## src/rtl/mul_div_unit_if.sv

```systemverilog
// Request/response bundle between a requester and the iterative multiply/divide unit.
// Latency: none (wires only).
// Backpressure: none; the requester watches busy, and start is ignored while busy is high.
interface mul_div_unit_if #(
    parameter int DATA_BITS = 32
);
    logic                   start;
    logic [1:0]             op;
    logic [DATA_BITS-1:0]   a;
    logic [DATA_BITS-1:0]   b;
    logic                   busy;
    logic                   ready;
    logic [2*DATA_BITS-1:0] result;

    modport master (
        output start, op, a, b,
        input  busy, ready, result
    );

    modport slave (
        input  start, op, a, b,
        output busy, ready, result
    );
endinterface

```

## src/rtl/mul_div_unit.sv

```systemverilog
// Iterative signed/unsigned multiply (shift-add) and restoring divide, one bit per cycle.
// Latency: DATA_BITS+2 edges from the start edge to the rising edge of ready, for every op.
// Backpressure: start is sampled only in IDLE; requests that arrive while busy are dropped.
module mul_div_unit #(
    parameter int DATA_BITS = 32
) (
    input  logic         clk,
    input  logic         rst,
    mul_div_unit_if.slave bus
);
    localparam int N     = DATA_BITS;
    localparam int CNT_W = $clog2(DATA_BITS);

    typedef enum logic [1:0] {IDLE, CALC, FIX, DONE} state_t;

    state_t           state;
    state_t           state_nxt;
    logic [1:0]       op_q;
    logic [N-1:0]     m_q;
    logic [N-1:0]     acc_hi;
    logic [N-1:0]     acc_lo;
    logic [N-1:0]     hi_nxt;
    logic [N-1:0]     lo_nxt;
    logic             neg_lo;
    logic             neg_hi;
    logic [CNT_W-1:0] cnt;
    logic             ready_q;
    logic [2*N-1:0]   result_q;
    logic [2*N-1:0]   result_fix;

    logic             in_signed;
    logic             a_neg;
    logic             b_neg;
    logic             b_zero;
    logic [N-1:0]     a_mag;
    logic [N-1:0]     b_mag;
    logic             is_div;
    logic             last_iter;
    logic [N:0]       sum;
    logic [N:0]       shifted;
    logic [N:0]       diff;
    logic [2*N-1:0]   prod;

    assign in_signed = ~bus.op[0];
    assign a_neg     = in_signed & bus.a[N-1];
    assign b_neg     = in_signed & bus.b[N-1];
    assign b_zero    = (bus.b == '0);
    assign a_mag     = a_neg ? -bus.a : bus.a;
    assign b_mag     = b_neg ? -bus.b : bus.b;
    assign is_div    = op_q[1];
    assign last_iter = (cnt == CNT_W'(N - 1));
    assign prod      = {acc_hi, acc_lo};

    // Multiply keeps {partial, multiplier} in acc; divide keeps {remainder, dividend/quotient}.
    always_comb begin
        sum     = {1'b0, acc_hi} + (acc_lo[0] ? {1'b0, m_q} : '0);
        shifted = {acc_hi, acc_lo[N-1]};
        diff    = shifted - {1'b0, m_q};
        if (is_div) begin
            hi_nxt = diff[N] ? shifted[N-1:0] : diff[N-1:0];
            lo_nxt = {acc_lo[N-2:0], ~diff[N]};
        end else begin
            hi_nxt = sum[N:1];
            lo_nxt = {sum[0], acc_lo[N-1:1]};
        end
    end

    always_comb begin
        result_fix = neg_lo ? -prod : prod;
        if (is_div) begin
            result_fix = {(neg_hi ? -acc_hi : acc_hi), (neg_lo ? -acc_lo : acc_lo)};
        end
    end

    always_comb begin
        state_nxt = state;
        case (state)
            IDLE: if (bus.start) state_nxt = CALC;
            CALC: if (last_iter) state_nxt = FIX;
            FIX:  state_nxt = DONE;
            DONE: if (ready_q) state_nxt = IDLE;
            default: state_nxt = IDLE;
        endcase
    end

    always_ff @(posedge clk or posedge rst) begin
        if (rst) state <= IDLE;
        else     state <= state_nxt;
    end

    // A zero divisor leaves the quotient unsigned all-ones; the remainder sign fix restores raw a.
    always_ff @(posedge clk or posedge rst) begin
        if (rst) begin
            op_q     <= '0;
            m_q      <= '0;
            acc_hi   <= '0;
            acc_lo   <= '0;
            neg_lo   <= 1'b0;
            neg_hi   <= 1'b0;
            cnt      <= '0;
            ready_q  <= 1'b0;
            result_q <= '0;
        end else begin
            ready_q <= (state == DONE) && !ready_q;
            case (state)
                IDLE: begin
                    if (bus.start) begin
                        op_q   <= bus.op;
                        m_q    <= bus.op[1] ? b_mag : a_mag;
                        acc_hi <= '0;
                        acc_lo <= bus.op[1] ? a_mag : b_mag;
                        neg_lo <= (a_neg ^ b_neg) & ~(bus.op[1] & b_zero);
                        neg_hi <= a_neg;
                        cnt    <= '0;
                    end
                end
                CALC: begin
                    acc_hi <= hi_nxt;
                    acc_lo <= lo_nxt;
                    cnt    <= cnt + CNT_W'(1);
                end
                FIX: result_q <= result_fix;
                default: ;
            endcase
        end
    end

    assign bus.busy   = (state != IDLE);
    assign bus.ready  = ready_q;
    assign bus.result = result_q;
endmodule
```

## src/flat_wrapper.sv

```systemverilog
// flat-port wrapper written by rule: the top's interface ports become plain ports
module mul_div_unit_flat 
#(
    parameter int DATA_BITS = 32
)
  (clk, rst, bus_start, bus_op, bus_a, bus_b, bus_busy, bus_ready, bus_result);
  mul_div_unit_if #(.DATA_BITS(DATA_BITS)) bus_i ();
  input  logic clk;
  input  logic rst;
  input wire logic [$bits(bus_i.start)-1:0] bus_start;
  input wire logic [$bits(bus_i.op)-1:0] bus_op;
  input wire logic [$bits(bus_i.a)-1:0] bus_a;
  input wire logic [$bits(bus_i.b)-1:0] bus_b;
  output wire logic [$bits(bus_i.busy)-1:0] bus_busy;
  output wire logic [$bits(bus_i.ready)-1:0] bus_ready;
  output wire logic [$bits(bus_i.result)-1:0] bus_result;
  assign bus_i.start = bus_start;
  assign bus_i.op = bus_op;
  assign bus_i.a = bus_a;
  assign bus_i.b = bus_b;
  assign bus_busy = bus_i.busy;
  assign bus_ready = bus_i.ready;
  assign bus_result = bus_i.result;
  mul_div_unit #(.DATA_BITS(DATA_BITS)) u_core (.clk(clk), .rst(rst), .bus(bus_i));
endmodule
```

## config.mk

```make
export PLATFORM = sky130hd
export DESIGN_NAME = mul_div_unit_flat
export DESIGN_NICKNAME = d
export VERILOG_FILES = /design/src/rtl/mul_div_unit_if.sv /design/src/rtl/mul_div_unit.sv /design/src/flat_wrapper.sv
export SDC_FILE = /design/constraint.sdc
export NUM_CORES = 1
export LEC_CHECK = 0
export BUFFER_PORTS_ARGS = -buffer_cell sky130_fd_sc_hd__clkbuf_2
export CORE_MARGIN = 2
export CORE_UTILIZATION = 29
export CTS_BUF_LIST = sky130_fd_sc_hd__clkbuf_8
export CTS_CLUSTER_DIAMETER = 50
export DETAILED_ROUTE_END_ITERATION = 8
export GPL_ROUTABILITY_DRIVEN = 0
export PLACE_DENSITY = 0.52
export SYNTH_ARGS = -nofsm -noshare
export SYNTH_HDL_FRONTEND = slang
export SYNTH_SLANG_ARGS = --single-unit
```

## constraint.sdc

```tcl
create_clock -name clk -period 6.4 [get_ports clk]
set_input_delay 0.96 -clock clk [delete_from_list [all_inputs] [get_ports clk]]
set_output_delay 0.96 -clock clk [all_outputs]
set_load 0.02 [all_outputs]
```

# After elaboration in Yosys (flattened, before gate mapping)
# Index checks and enable logic that the tools add are counted.
# word_totals
out_inout_bits	66
register_bits	172
elab_cells	64
# op_classes
reduce_logical	9
mux	22
bitwise_logic	8
add_sub_neg	8
n_eq_ne	7
# op_table
operator	n
32-bit two-way mux	12
64-bit two-way mux	2
32-bit negation	4
32-bit case mux with 2 select lines	2
64-bit negation	1
32-bit by 33-bit adder with 33-bit output	1
33-bit by 32-bit subtractor with 33-bit output	1
32-bit zero test	1
5-bit case mux with 2 select lines	1
2-bit case mux with 4 select lines	1
2-bit two-way mux	3
5-bit by 1-bit adder with 5-bit output, second input constant	1
5-bit equality test, second input constant	1
5-bit two-way mux	1
1-bit bitwise AND	4
2-bit equality test, second input constant	2
2-bit by 1-bit inequality test with 1-bit output, second input constant	2
2-bit AND reduction	2
2-bit nonzero test	2
1-bit inverter	3
3-bit AND reduction	1
2-bit by 1-bit equality test with 1-bit output, second input constant	1
2-bit zero test	1
2-bit inequality test, second input constant	1
other kinds (3)	3

# Longest topological paths before layout
# Gate-level depths: netlist of the first run.
# logic_depth
ltp_word	6
ltp_mapped	14
depth_no_buf	13

# Worst setup path before layout of the first run
# Ideal clock, no wire load.
# synth_path
path_type	register to register
startpoint	reg u_core.acc_lo[0]
endpoint	reg u_core.acc_hi[31]
n_path_buf	2
setup_time_ns	0.142
arrival_ns	3.191
stages_incl_launch_ff	15
setup_slack_ns	3.067
period_less_slack_ns	3.333
path_cell_list	dfrtp_1 > inv_1 > clkbuf_1 > nor2_1 > ha_1 > clkbuf_1 > a21oi_1 > o211ai_1 > o211ai_1 > o21ai_0 > a41o_1 > a31o_2 > a311o_1 > a41oi_1 > o32ai_1
# synth_via
elab_chain_len	4
# synth_lines
element	line_no	source
start, declared	mul_div_unit.sv:21	logic [N-1:0] acc_lo;
start signal, assigned	mul_div_unit.sv:111	acc_lo <= bus.op[1] ? a_mag : b_mag;
start signal, assigned	mul_div_unit.sv:119	acc_lo <= lo_nxt;
32-bit two-way mux	mul_div_unit.sv:56	sum = {1'b0, acc_hi} + (acc_lo[0] ? {1'b0, m_q} : '0);
32-bit by 33-bit adder with 33-bit output	mul_div_unit.sv:56	
32-bit two-way mux	mul_div_unit.sv:59	if (is_div) begin
32-bit case mux with 2 select lines	mul_div_unit.sv:105	case (state)
end signal, assigned	mul_div_unit.sv:118	acc_hi <= hi_nxt;
end, declared	mul_div_unit.sv:20	logic [N-1:0] acc_hi;
# Every way passes these cells.
# A chain may end at the register's enable or synchronous reset.

# Worst setup path after layout of the first run
# layout_path
startpoint	reg u_core.acc_lo[0]
endpoint	reg u_core.result_q[56], in the netlist u_core.bus.result[56]
# layout_via
elab_chain_len	3
# layout_lines
element	line_no	source
64-bit negation	mul_div_unit.sv:69	result_fix = neg_lo ? -prod : prod;
64-bit two-way mux	mul_div_unit.sv:69	
64-bit two-way mux	mul_div_unit.sv:70	if (is_div) begin
end signal, assigned	mul_div_unit.sv:122	FIX: result_q <= result_fix;
end, declared	mul_div_unit.sv:28	logic [2*N-1:0] result_q;
# Every way passes these cells.

==> results of run 1 <==
state kept, by name, summed over array words and instances (netlist names):
signal	cells
u_core.bus.result	64
u_core.acc_hi	32
u_core.acc_lo	32
u_core.m_q	32
u_core.cnt	5
u_core.state	2
u_core.bus.ready	1
u_core.neg_hi	1
u_core.neg_lo	1
u_core.op_q	1
through the flow:
step	hold WS [ns]	setup WS [ns]	instances	utilization (%)
after global placement	0.455	1.96	2507	32.0
final	0.484	1.92	2540	32.9
after global routing	0.510	1.44	2540	32.9
after floorplan	0.439	0.808	1793	-
after detailed placement	0.459	1.94	2507	32.0
after CTS	0.487	1.92	2539	32.9
worst max-delay path: cells and delay by family (launching register included):
kind                     cells  cell delay (ns)
AO/OA/AOI/OAI                3             1.47
XOR/XNOR                     1             0.08
adder cells (fa/ha/maj)      1             0.31
buffers and inverters        1             0.76
flip-flops                   1             0.47
multiplexers                 1             0.27
AND/OR/NAND/NOR              4             1.01
layer usage:
metal  track usage (%)  up-vias  wire length [um]
met4              4.46        0               799
met2              32.1      357             23600
met1              25.8     6487             22300
met3              2.66       34              2210
met5                 0        -                 0
li1                  -     6569                 -
synth_stat cells (all sizes together) (20+ instances only):
library cell,n,area share (%)
a211oi,29,1.5
a21o,33,1.7
a21oi,205,7.2
a22oi,22,1.1
clkbuf,82,2.2
dfrtp,171,30
ha,74,6.4
inv,68,1.8
mux2,42,3.3
mux2i,46,3.2
nand2,146,3.8
nand2b,20,0.87
nand3,26,0.90
nor2,205,5.4
nor3,37,1.3
o21ai,145,5.0
o31ai,30,1.6
or3,20,0.98
xnor2,86,5.2
xor2,85,5.2
kinds of logic (layout without fill, tap and decap cells):
group	Yosys count	in the layout	share of synthesized area (%)
compound gates	570	570	24.2
xor+xnor	171	171	10.4
fa+ha+maj	76	76	6.72
buf+inv	166	248	4.48
flops	171	171	29.8
mux	88	88	6.52
other cells	0	1	0
simple gates	551	551	17.9
final timing paths:
kind                             startpoint               endpoint  slack (ns)  cells past startpoint
max                        u_core.acc_lo[0]  u_core.bus.result[56]        1.92                     11
min                          u_core.m_q[27]         u_core.m_q[27]        0.48                      2
max reg2reg                u_core.acc_lo[0]  u_core.bus.result[56]        1.92                     11
min reg2reg                  u_core.m_q[27]         u_core.m_q[27]        0.48                      2
max in group asynchronous               rst  u_core.bus.result[50]        4.64                      3
min in group asynchronous               rst          u_core.neg_lo        0.50                      2
cell type report:
class | count | area (um2) | area share [%]
Tap cell | 664 | 831 | 5.16
Multi-Input combinational cell | 1456 | 9510 | 59.1
Inverter | 68 | 260 | 1.62
Timing Repair Buffer | 148 | 776 | 4.82
Clock inverter | 15 | 198 | 1.23
Clock buffer | 17 | 234 | 1.45
Antenna cell | 1 | 2.50 | 0.0156
Sequential cell | 171 | 4280 | 26.6
where the power goes:
part	leakage (nW)	internal [mW]	total [mW]	switching (mW)
registers	2.06	1.56	2.16	0.596
logic	4.67	2.08	5.44	3.36
clock network	0.220	0.370	0.874	0.504
total	6.96	4.01	8.48	4.46
==> flow_summary.json, run 1 <==
{
  "ys_seq_area_share_pct": 29.8,
  "final_hold_viol_count": 0,
  "drt_iter0_markers": 878,
  "mappedNetlistArea_um2": 14400,
  "slew_violations": 0,
  "ctsRootBufferMaster": "clkbuf_8",
  "synth_enable_flop_cells": 0,
  "cts_tree": "yes",
  "boundaryPins": 135,
  "port_buffers": 134,
  "cp_common_cell": "nand2b_1",
  "max_clock_freq_ghz": 0.223,
  "drv_cap": 0,
  "nets": 2007,
  "dpl_cell_area_um2": 15700,
  "synth_ff_type": "dfrtp_1",
  "first_pass_iters": 6,
  "post_cts_buffers": 0,
  "cts_sinks": 171,
  "final_cell_mix": "nor2_1 (204), a21oi_1 (204), dfrtp_1 (170), nand2_1 (145), o21ai_0 (143)",
  "drt-total-wl_um": 48900,
  "cp_data_required_time_ns": 6.81,
  "grt_setup_unrepaired": "false",
  "grt_pass1_vias": 12800,
  "critPathKind": "register to register",
  "leakage_nw": 6.96,
  "design.core.area_um2": 49000,
  "grt_use_total_pct": 19.1,
  "peakVddDrop_mv": 0.192,
  "finalSetupTns_ns": 0,
  "cts_resized": 0,
  "clock_latency_ns": 0.52,
  "grt_max_degree": 92,
  "nFillCells": 5220,
  "critPathMaxFanout": 31,
  "drive_gt1_share_pct": 13.7,
  "path_cells": "inv_1, ha_1, nand2b_1, nand2b_1, or3_1, nand2b_1, o21ai_1, o21ai_0, a21oi_1, xnor2_1, mux2_2",
  "viasPerCell": 5.29,
  "status": "finished clean",
  "clockBufferDepth": 2,
  "cp.arrival_ns": 4.89,
  "crit_path_max_incr_delay_ns": 0.89,
  "wl_per_cell_um": 19.2,
  "rows": 81,
  "finClkSkew_ns": 0.0212,
  "critPathCaptureType": "register",
  "finalCritPeriodShare_pct": 70.0,
  "drtAntennaViolNets": 0,
  "syn_inst": 1793,
  "ys_warn_count": 0,
  "total_power_mw": 8.48,
  "cts_buffers": 17,
  "final_cell_area_um2": 16100,
  "vias": 13400,
  "htree_levels": 4,
  "grt_pass1_wl_um": 75600,
  "async_reset_ff_share_pct": 100,
  "die_w_um": 227,
  "drc_errors": 0,
  "worstMarginPinSlew_ns": 1.12,
  "clk_transition_reported_paths_ns": 0.12,
  "antenna_found_initial": 1,
  "maxSlewHeadroom_pct": 24.9,
  "hpwl_um": 38000,
  "synth_cell_types": 82,
  "areaGrowthSynthToFinish_pct": 11.9,
  "cp_slowest_cell": "o21ai_1",
  "overflow": 0,
  "postCtsHoldBufs": 0,
  "p_per_area_nw_per_um2": 527,
  "hold_class": "register to register",
  "start_util_pct": 29.4,
  "postSynthAreaPerCell_um2": 8.02,
  "synth_nets": 1938,
  "fin_crit_ns": 4.48,
  "start_kind": "register",
  "synth-seq-cells": 171,
  "finalSetupViolCount": 0,
  "die-area_um2": 51400,
  "die_h_um": 227
}
Note: power is estimated with default switching activity, not from simulation.
==> run 2: changes to the inputs <==
Settings changed: PLACE_DENSITY 0.52 to 0.53.
Clock period 6.4 ns to 3.75 ns, I/O delays scaled along.
==> flow_summary.json, run 2 (same netlist as run 1, synthesis figures left out) <==
{
  "status": "finished clean",
  "max_clock_freq_ghz": 0.281,
  "clock_latency_ns": 0.51,
  "total_power_mw": 15.0,
  "grt_setup_unrepaired": "false",
  "port_buffers": 134,
  "areaGrowthSynthToFinish_pct": 14.5,
  "largest_register_ff_count": 64,
  "start_util_pct": 29.4,
  "worstMarginPinSlew_ns": 0.974,
  "utilization_pct": 33.6,
  "wl_per_cell_um": 19.6,
  "nFillCells": 5185,
  "layout_commonest_cell": "nor2_1",
  "pre_cts_ws_ns": 0.00343,
  "drv_cap": 0,
  "fin_ws_ns": 0.190,
  "viasPerCell": 5.37,
  "r2r_start": "u_core.acc_lo[31]",
  "placed_cells": 2548,
  "drtAntennaViolNets": 0,
  "drive_gt1_share_pct": 15.8,
  "hpwl_um": 39700,
  "critPathCaptureType": "register",
  "boundaryPins": 135,
  "antennaDiodeCount": 0,
  "htree_levels": 4,
  "leakage_nw": 7.17,
  "finalSetupTns_ns": 0,
  "dpl_cell_area_um2": 16000,
  "p_per_area_nw_per_um2": 908,
  "vias": 13900,
  "drc_errors": 0,
  "grt_pass1_wl_um": 77800,
  "cp.arrival_ns": 3.92,
  "rr_worst_depth": 13,
  "hold_class": "input pin to register",
  "critPathMaxFanout": 15,
  "hold_end": "u_core.acc_lo[26]",
  "whs_path_depth": 4,
  "finClkSkew_ns": 0.0207,
  "grt_max_degree": 85,
  "critPathKind": "register to register",
  "seqCellArea_um2": 4280,
  "finalSetupViolCount": 0,
  "clk_transition_reported_paths_ns": 0.11,
  "die_h_um": 227,
  "grt_pass1_vias": 13100,
  "grt_use_total_pct": 19.7,
  "final_hold_viol_count": 0,
  "final_cell_mix": "nor2_1 (204), a21oi_1 (202), dfrtp_1 (169), nand2_1 (145), o21ai_0 (141)",
  "cts_sinks": 171,
  "final_cell_area_um2": 16500,
  "drt-total-wl_um": 50600,
  "overflow": 0,
  "first_pass_iters": 5,
  "nets": 2051,
  "design.core.area_um2": 49000,
  "maxSlewHeadroom_pct": 34.9,
  "multi_input_area_um2": 9540,
  "r2r_end": "u_core.acc_hi[28]",
  "clockBufferDepth": 2,
  "cp_data_required_time_ns": 4.11,
  "ctsRootBufferMaster": "clkbuf_8",
  "slew_violations": 0,
  "start_kind": "register",
  "fin_crit_ns": 3.56,
  "finalCritPeriodShare_pct": 94.9,
  "crit_start": "u_core.acc_lo[31]",
  "hold_slack_ns": 0.458,
  "die-area_um2": 51400,
  "antenna_found_initial": 0,
  "die_w_um": 227,
  "peakVddDrop_mv": 0.378,
  "hp-start": "bus_b[26]",
  "r2r_setup_slack_ns": 0.19,
  "cts_buffers": 17,
  "cts_tree": "yes",
  "rows": 81,
  "stdcell_count": 2583,
  "drt_iter0_markers": 1189
}
run 2: worst max-delay path, cell delays in order (launching register included):
cell and delay, ns:
dfrtp_1 0.45, inv_1 0.15, ha_1 0.21, fa_1 0.23, nor2b_1 0.08, o31a_1 0.31, o41ai_4 0.41, o211ai_1 0.17
and2_0 0.28, a221oi_4 0.39, buf_4 0.31, nor2b_1 0.08, a41oi_1 0.24, o21ai_0 0.11
run 2: worst max-delay path by stage:
stage                                   end  slack, ns  cells after the start
after floorplan           u_core.acc_hi[31]       0.42                     14
after global placement    u_core.acc_hi[31]       0.10                     12
after detailed placement  u_core.acc_hi[31]      0.003                     12
after CTS                 u_core.acc_hi[31]       0.09                     12
after global routing      u_core.acc_hi[31]      0.002                     13
final                     u_core.acc_hi[28]       0.19                     13
run 2: timing repair:
action | 4_1_cts | 5_1_grt
resized for setup | 0 | 9
endpoints found under the setup margin | 1 | 11
gates cloned | 0 | 0
hold buffers | 1 | 0
setup buffers | 1 | 1
pin swaps | 1 | 1
hold endpoints to repair | 7 | 0
run 2: final cells by class:
type,instances,share of cell area (%)
multi-input cells,1456,57.9
flip-flops and latches,171,26.0
repair buffers,192,7.04
well taps,664,5.05
inverters,68,1.60
clock buffers,17,1.42
clock inverters,15,0.995
run 2: metal layers:
| metal | track usage [%] | up-vias | share of wire, % |
|---|---|---|---|
| li1 | - | 6670 | - |
| met1 | 26.4 | 6723 | 45 |
| met2 | 32.7 | 427 | 48 |
| met3 | 3.29 | 57 | 5.3 |
| met4 | 5.11 | 0 | 2.3 |
| met5 | 0 | - | 0 |
run 2: report_power, final:
| group | total, mW | internal (mW) | switching, mW | leakage (nW) |
|---|---|---|---|---|
| clock | 1.38 | 0.553 | 0.830 | 0.205 |
| sequential | 3.60 | 2.67 | 0.926 | 2.06 |
| combinational | 9.97 | 3.83 | 6.14 | 4.90 |
==> run 3: changes to the inputs <==
Settings changed: CTS_BUF_LIST sky130_fd_sc_hd__clkbuf_8 to sky130_fd_sc_hd__clkbuf_2.
==> flow_summary.json, run 3 (same netlist as run 1, synthesis figures left out) <==
{
  "wl_per_cell_um": 19.5,
  "drt-total-wl_um": 50600,
  "r2r_start": "u_core.acc_lo[31]",
  "hold_class": "input pin to register",
  "fin_ws_ns": 0.189,
  "r2r_setup_slack_ns": 0.19,
  "drc_errors": 0,
  "finClkSkew_ns": 0.0643,
  "status": "finished clean",
  "p_per_area_nw_per_um2": 897,
  "grt_max_degree": 85,
  "drive_gt1_share_pct": 16.1,
  "port_buffers": 134,
  "critPathCaptureType": "register",
  "final_cell_mix": "nor2_1 (204), a21oi_1 (203), dfrtp_1 (168), clkbuf_2 (153), nand2_1 (145)",
  "max_clock_freq_ghz": 0.281,
  "cts_tree": "yes",
  "rows": 81,
  "pre_cts_ws_ns": 0.00343,
  "boundaryPins": 135,
  "cp_common_cell": "o211ai_1",
  "cp.arrival_ns": 4.31,
  "start_util_pct": 29.4,
  "cts_buffers": 17,
  "clockBufferDepth": 2,
  "cts_sinks": 171,
  "vias": 13900,
  "worstMarginPinSlew_ns": 0.946,
  "cpLargestDelayFamily": "compound AO/OA/AOI/OAI gates",
  "htree_levels": 4,
  "leakage_nw": 7.17,
  "grt_pass1_vias": 13200,
  "drtAntennaViolNets": 0,
  "clock_latency_ns": 0.88,
  "total_power_mw": 14.7,
  "antenna_found_initial": 0,
  "start_kind": "register",
  "ctsRootBufferMaster": "clkbuf_2",
  "crit_path_max_incr_delay_ns": 0.51,
  "overflow": 0,
  "critPathKind": "register to register",
  "hpwl_um": 39700,
  "finalSetupTns_ns": 0,
  "nets": 2062,
  "peakVddDrop_mv": 0.375,
  "fin_crit_ns": 3.56,
  "r2r_end": "u_core.acc_hi[0]",
  "hold_end": "u_core.m_q[28]",
  "die_w_um": 227,
  "final_hold_viol_count": 0,
  "final_cell_area_um2": 16400,
  "grt_use_total_pct": 19.6,
  "design.core.area_um2": 49000,
  "grt_setup_unrepaired": "false",
  "dpl_cell_area_um2": 16000,
  "crit_buf_inv": 3,
  "cp_slowest_cell": "dfrtp_2",
  "hold_slack_ns": 0.101,
  "finalSetupViolCount": 0,
  "layout_commonest_cell": "nor2_1",
  "whs_path_depth": 4,
  "slew_violations": 0,
  "nFillCells": 5194,
  "viasPerCell": 5.38,
  "critPathMaxFanout": 13,
  "largest_register_ff_count": 64,
  "rr_worst_depth": 14,
  "drt_iter0_markers": 1214,
  "path_cells": "inv_1, ha_1, fa_1, nor2b_1, o31a_1, o41ai_4, o211ai_1, and2_0, a221oi_4, buf_4, clkbuf_16, nand2_1, o211ai_1, o221ai_1",
  "finalCritPeriodShare_pct": 95.0,
  "hp-start": "bus_b[28]",
  "first_pass_iters": 5,
  "crit_start": "u_core.acc_lo[31]",
  "clk_transition_reported_paths_ns": 0.33,
  "crit_cells": 14,
  "drv_cap": 0,
  "grt_pass1_wl_um": 77700,
  "antennaDiodeCount": 0,
  "areaGrowthSynthToFinish_pct": 14.3,
  "die_h_um": 227,
  "maxSlewHeadroom_pct": 36.8,
  "cp_data_required_time_ns": 4.49,
  "die-area_um2": 51400
}
-- run 3: cell types whose count changed in the layout (fill, tap and decap cells not counted), sizes merged --
cell and change:
buf +4, clkbuf +3, dlygate4sd3 +6, inv -2
-- run 3: power by group --
group | internal, mW | switching [mW]
logic | 3.92 | 6.17
clock network | 0.282 | 0.792
registers | 2.66 | 0.920
-- run 3: how the worst max path moves through the flow --
stage	to
detailed placement	u_core.acc_hi[31]
global route	u_core.acc_hi[31]
CTS	u_core.acc_hi[31]
finish	u_core.acc_hi[0]
global placement	u_core.acc_hi[31]
floorplan	u_core.acc_hi[31]
-- run 3: worst reg2reg max path: cells and delay by family (launching register included) --
family,cells,cell delay (ns)
AOI/OAI and AO/OA,6,1.57
adders and majority gates,2,0.44
buffers and inverters,3,0.52
DFF,1,0.51
and+or+nand+nor,3,0.43
-- run 3: stage by stage --
| stage | utilization, % | std cells |
|---|---|---|
| global placement | 32.7 | 2548 |
| detailed placement | 32.7 | 2548 |
| CTS | 33.4 | 2587 |
| finish | 33.6 | 2594 |
| global route | 33.6 | 2594 |
| floorplan | - | 1793 |
-- run 3: cell type report --
cell class / instances / area (um2) / share of cell area (%)
Sequential cell: 171 / 4280 / 26.1
Inverter: 68 / 263 / 1.60
Timing Repair Buffer: 203 / 1280 / 7.77
Tap cell: 664 / 831 / 5.05
Clock inverter: 13 / 156 / 0.952
Clock buffer: 19 / 95.1 / 0.579
Multi-Input combinational cell: 1456 / 9530 / 58.0
-- run 3: per-layer routing --
metal | track usage, % | share of wire (%) | vias to the layer above
li1 | - | - | 6696
met1 | 26.3 | 45 | 6752
met2 | 32.6 | 47 | 434
met3 | 3.27 | 5.3 | 62
met4 | 5.03 | 2.6 | 0
met5 | 0 | 0 | -
-- run 3: timing repair --
item,in CTS,in global routing
setup buffers,0,6
endpoints found under the hold margin,175,0
gates resized for setup,0,9
endpoints found under the setup margin,0,13
hold buffers,7,0
